## src/rtl/seq_detect_param.sv

```systemverilog
// seq_detect_param: serial bit-pattern detector with a programmable N-bit pattern.
// Samples data_in_i on enabled edges and emits a one-cycle registered pulse when the
// last N sampled bits equal the current pattern. A saturating counter tallies matches.
//
// Parameters:
//   N            - pattern length in bits (2..32)
//   INIT_PATTERN - pattern loaded on reset; bit N-1 is the first bit received
//   OVERLAP      - 1: overlapping matches allowed; 0: history restarts after a match
//   COUNT_W      - width of the match counter (>= 1)
//
// Ports:
//   clk           - clock, rising edge
//   reset         - synchronous, active-high reset
//   en_i          - data_in_i is sampled only when high
//   data_in_i     - serial input bit
//   cfg_load_i    - load cfg_pattern_i and clear history (overrides en_i)
//   cfg_pattern_i - new pattern
//   data_out_o    - registered match pulse
//   match_count_o - saturating count of matches since reset
module seq_detect_param #(
  parameter int unsigned N            = 4,
  parameter logic [N-1:0] INIT_PATTERN = 4'b1011,
  parameter int unsigned OVERLAP      = 1,
  parameter int unsigned COUNT_W      = 8
) (
  input  logic               clk,
  input  logic               reset,
  input  logic               en_i,
  input  logic               data_in_i,
  input  logic               cfg_load_i,
  input  logic [N-1:0]       cfg_pattern_i,
  output logic               data_out_o,
  output logic [COUNT_W-1:0] match_count_o
);

  localparam int unsigned FillW = $clog2(N + 1);
  localparam logic [FillW-1:0] FillMax = FillW'(N);

  logic [N-1:0]       hist_q, hist_d;
  logic [FillW-1:0]   fill_q, fill_d;
  logic [N-1:0]       pat_q, pat_d;
  logic               data_out_q, data_out_d;
  logic [COUNT_W-1:0] count_q, count_d;

  logic [N-1:0]     next_hist;
  logic [FillW-1:0] next_fill;
  logic             match;

  always_comb begin
    // Candidate history/fill if this edge samples a bit; newest bit lands in bit 0.
    next_hist = {hist_q[N-2:0], data_in_i};
    next_fill = (fill_q == FillMax) ? FillMax : fill_q + 1'b1;
    match     = (next_fill == FillMax) && (next_hist == pat_q);
  end

  always_comb begin
    hist_d     = hist_q;
    fill_d     = fill_q;
    pat_d      = pat_q;
    data_out_d = 1'b0;
    count_d    = count_q;

    if (cfg_load_i) begin
      // The bit presented alongside a load is dropped.
      pat_d  = cfg_pattern_i;
      hist_d = '0;
      fill_d = '0;
    end else if (en_i) begin
      hist_d     = next_hist;
      data_out_d = match;
      if ((OVERLAP == 0) && match) begin
        fill_d = '0;
      end else begin
        fill_d = next_fill;
      end
      if (match && (count_q != {COUNT_W{1'b1}})) begin
        count_d = count_q + 1'b1;
      end
    end
  end

  always_ff @(posedge clk) begin
    if (reset) begin
      hist_q     <= '0;
      fill_q     <= '0;
      pat_q      <= INIT_PATTERN;
      data_out_q <= 1'b0;
      count_q    <= '0;
    end else begin
      hist_q     <= hist_d;
      fill_q     <= fill_d;
      pat_q      <= pat_d;
      data_out_q <= data_out_d;
      count_q    <= count_d;
    end
  end

  assign data_out_o    = data_out_q;
  assign match_count_o = count_q;

endmodule

```

## config.mk

```make
export PLATFORM = sky130hd
export DESIGN_NAME = seq_detect_param
export DESIGN_NICKNAME = d
export VERILOG_FILES = /design/src/rtl/seq_detect_param.sv
export SDC_FILE = /design/constraint.sdc
export NUM_CORES = 1
export LEC_CHECK = 0
export BUFFER_PORTS_ARGS = -buffer_cell sky130_fd_sc_hd__buf_2
export CORE_MARGIN = 2
export CORE_UTILIZATION = 55
export DETAILED_ROUTE_END_ITERATION = 6
export PLACE_DENSITY = 0.79
export SETUP_SLACK_MARGIN = 0.3
export SLEW_MARGIN = 15
export SYNTH_ARGS = -nofsm -noshare
export SYNTH_HDL_FRONTEND = slang
export SYNTH_SLANG_ARGS = --single-unit
```

## constraint.sdc

```tcl
create_clock -name clk -period 4.7 [get_ports clk]
set_clock_uncertainty 0.05 [all_clocks]
set_input_delay 0.94 -clock clk [delete_from_list [all_inputs] [get_ports clk]]
set_output_delay 0.94 -clock clk [all_outputs]
set_load 0.05 [all_outputs]
```

==> run metrics <==
status complete, no violations; initial antenna violation count 0; switching power 0.06725 mW; Worst path max stage delay 0.50 ns; P_leak around 0.42 nW; Layout Cells excl Fill between 100 and 150; clock sink total 19; worst-path fanout max 13; switch share 0.2461; #FFs+latches synth 19; Via density 5.955; startpoint class of the critical path flip-flop; PortBufs 17; P per Cell Area 262.8 mW/mm2; grt total ovfl 0; met3 wire length a little under 70 um; relative slew slack 0.6207; H-tree levels 1; synthesized netlist cell count between 100 and 150; DR WL met2 a little over 900 um; Clk network pwr share 0.315; CP max stage cell or4_1; CP top delay family simple AND/OR/NAND/NOR gates; CTS buffer count 3; CP Capture Type flip-flop; M1 wire length 801 um; Cell Chain, Critical Path inv_1 -> ha_1 -> o31a_1 -> or3b_4 -> or4_1 -> a21oi_1; Starting DRT DRC Count 11; DR vias 792; setup TNS 0 ns; Core ar. 0.001559 mm2; Hold WS 0.4544 ns; Die X 45.39 um; Routed WL per cell 13.67 um; Area Overhead vs Synth 10.36%; PostCTS Resize Cnt 0; Final setup viols 0; share of cells above drive strength 1 0.2393; internal cell power 0.2060 mW; Initial Util 0.6043; final core occ 0.6669; Critical Path RT 4.89 ns; final WL 1818 um; Worst IR Drop VDD 0.1967 mV; Tot Pwr 0.2732 mW; largest net degree at the start of global routing 18; chip height 45.39 um; Post-Syn Area 942.2 um2; syn_nets between 100 and 150; Syn Area/Cell 9.328 um2; drt drc 0; Placed Cells approximately 130; Core Rows 14; RSZ-0062 raised after global routing false; number of I/O pins 18; final worst-path cycle share 0.4962; Yosys warning count 0; worst skew pair latency 0.30 ns; Comb pwr share 0.076; GRT Overall Usage 0.2077; Distinct cells, synth 33; Hold Buf Count CTS 0; Highest Signal Layer met4; Final Hold Viols 0; first-pass iteration count of the detailed router 4; Seq/Total Area, Yosys 0.4037; Critical Path AT 2.53 ns; CTS Buffer Depth 2; global-route wire length before repair 3042 um; clock period minus worst slack roughly 2.3 ns; CTS tree done; Setup CP Type reg2reg; vias in the first global route a little under 700; post-CTS setup buffers 0; RePlAce Congestion 0.8190; CTS root buf clkbuf_4; Final Max Tran Viols 0; max cap viols 0; antenna viol nets, final 0; Clock transition at path regs 0.11 ns; nets between 100 and 150; Worst Max-Slew Pin Slew 0.5669 ns; WP buf/inv 1; area of the die 0.002060 mm2; Max Clk Rate about 430 MHz; # diodes 0; hpwl dp 1295 um; hold crit path type reg2reg; Flop pwr share 0.609
-- cell type report --
cell class | count | area [um2]
repair buffers | 17 | 85.08
inverters | 2 | 7.507
well taps | 16 | 20.02
fillers | 133 | 519.2
clock inverters | 1 | 5.005
flip-flops and latches | 19 | 380.4
clock buffers | 3 | 22.52
multi-input cells | 75 | 519.2
-- sequential cells by signal, indices dropped and copies added (netlist names) --
register,flops
pat_q,4
data_out_o,1
fill_q,3
match_count_o,8
hist_q,3
-- stage by stage --
step | area (um2) | worst slack (ns)
4_1_cts | 1040 | 2.368
5_1_grt | 1040 | 2.269
6_report | 1040 | 2.368
2_1_floorplan | 942.2 | 2.146
3_3_place_gp | 1012 | 2.109
3_5_place_dp | 1012 | 2.060
-- synthesized netlist by cell type --
library cell | n | area (um2)
xnor2_1 | 3 | 26.28
or4_1 | 2 | 15.01
nand3_1 | 7 | 35.03
buf_6 | 2 | 22.52
clkbuf_1 | 2 | 7.510
nor2_1 | 10 | 37.54
mux2i_1 | 4 | 40.04
or4b_1 | 1 | 10.01
inv_1 | 2 | 7.510
or3_1 | 1 | 6.260
nor3b_1 | 1 | 7.510
ha_1 | 3 | 37.54
mux2_2 | 3 | 33.78
nor2b_1 | 6 | 37.54
nand2_1 | 3 | 11.26
nor3_1 | 3 | 15.01
o41ai_1 | 3 | 26.28
nand2b_1 | 2 | 12.51
o21ai_0 | 2 | 10.01
or3b_4 | 1 | 11.26
o31a_1 | 1 | 8.760
a211o_1 | 3 | 26.28
or3b_1 | 1 | 8.760
dfxtp_1 | 19 | 380.4
and4b_2 | 1 | 11.26
or2_2 | 1 | 6.260
xor2_1 | 1 | 8.760
nand4_1 | 1 | 6.260
and2_1 | 1 | 6.260
nor4b_1 | 1 | 8.760
buf_2 | 1 | 5.000
a21oi_1 | 8 | 40.04
nor4b_2 | 1 | 15.01
-- cells in the final DEF, fill, tap and decap left out, types with 2 or more instances in the layout --
cell and instances:
dfxtp_1 19, buf_2 17, nor2_1 10, a21oi_1 8, nand3_1 7, nor2b_1 6
mux2i_1 4, nand2_1 3, xnor2_1 3, a211o_1 3, o41ai_1 3, nor3_1 3
mux2_2 3, ha_1 3, clkbuf_4 3, inv_1 2, o21ai_0 2, nand2b_1 2
or4_1 2
-- path summary, 6_finish.rpt --
check	startpoint	slack (ns)	end	depth (start not counted)
max	fill_q[0]	2.37	match_count_o[7]	6
min reg2reg	match_count_o[6]	0.45	match_count_o[6]	2
max reg2reg	fill_q[0]	2.37	match_count_o[7]	6
min	match_count_o[6]	0.45	match_count_o[6]	2
-- power by group through the flow --
stage               clock network [mW]  logic [mW]  registers (mW)
detailed placement                   0      0.0207           0.170
global route                    0.0941      0.0232           0.167
finish                          0.0860      0.0208           0.166
floorplan                            0      0.0156           0.170
CTS                             0.0877      0.0210           0.167
global placement                     0      0.0198           0.170
-- tightest hold or removal path, delay by kind of cell, from the launching register on --
| family | cells | cell delay (ns) |
|---|---|---|
| compound gates | 2 | 0.12 |
| flops | 1 | 0.35 |
-- metal layers --
metal  track usage  vias up
met5             0        -
met4       0.08824        0
met3       0.04762        2
met2        0.3296       19
met1        0.2693      375
li1              -      396
-- logic make-up (layout without fill, tap and decap cells) --
| logic type | Yosys count | count (layout) | share of synthesized area |
|---|---|---|---|
| DFF | 19 | 19 | 0.4037 |
| AOI/OAI and AO/OA | 17 | 17 | 0.1182 |
| xor gates and xnor gates | 4 | 4 | 0.03719 |
| and+or+nand+nor | 44 | 44 | 0.2776 |
| buffers and inverters | 7 | 23 | 0.04515 |
| adders and majority gates | 3 | 3 | 0.03984 |
| muxes | 7 | 7 | 0.07835 |
No activity file was read; power rests on OpenSTA's default activity.
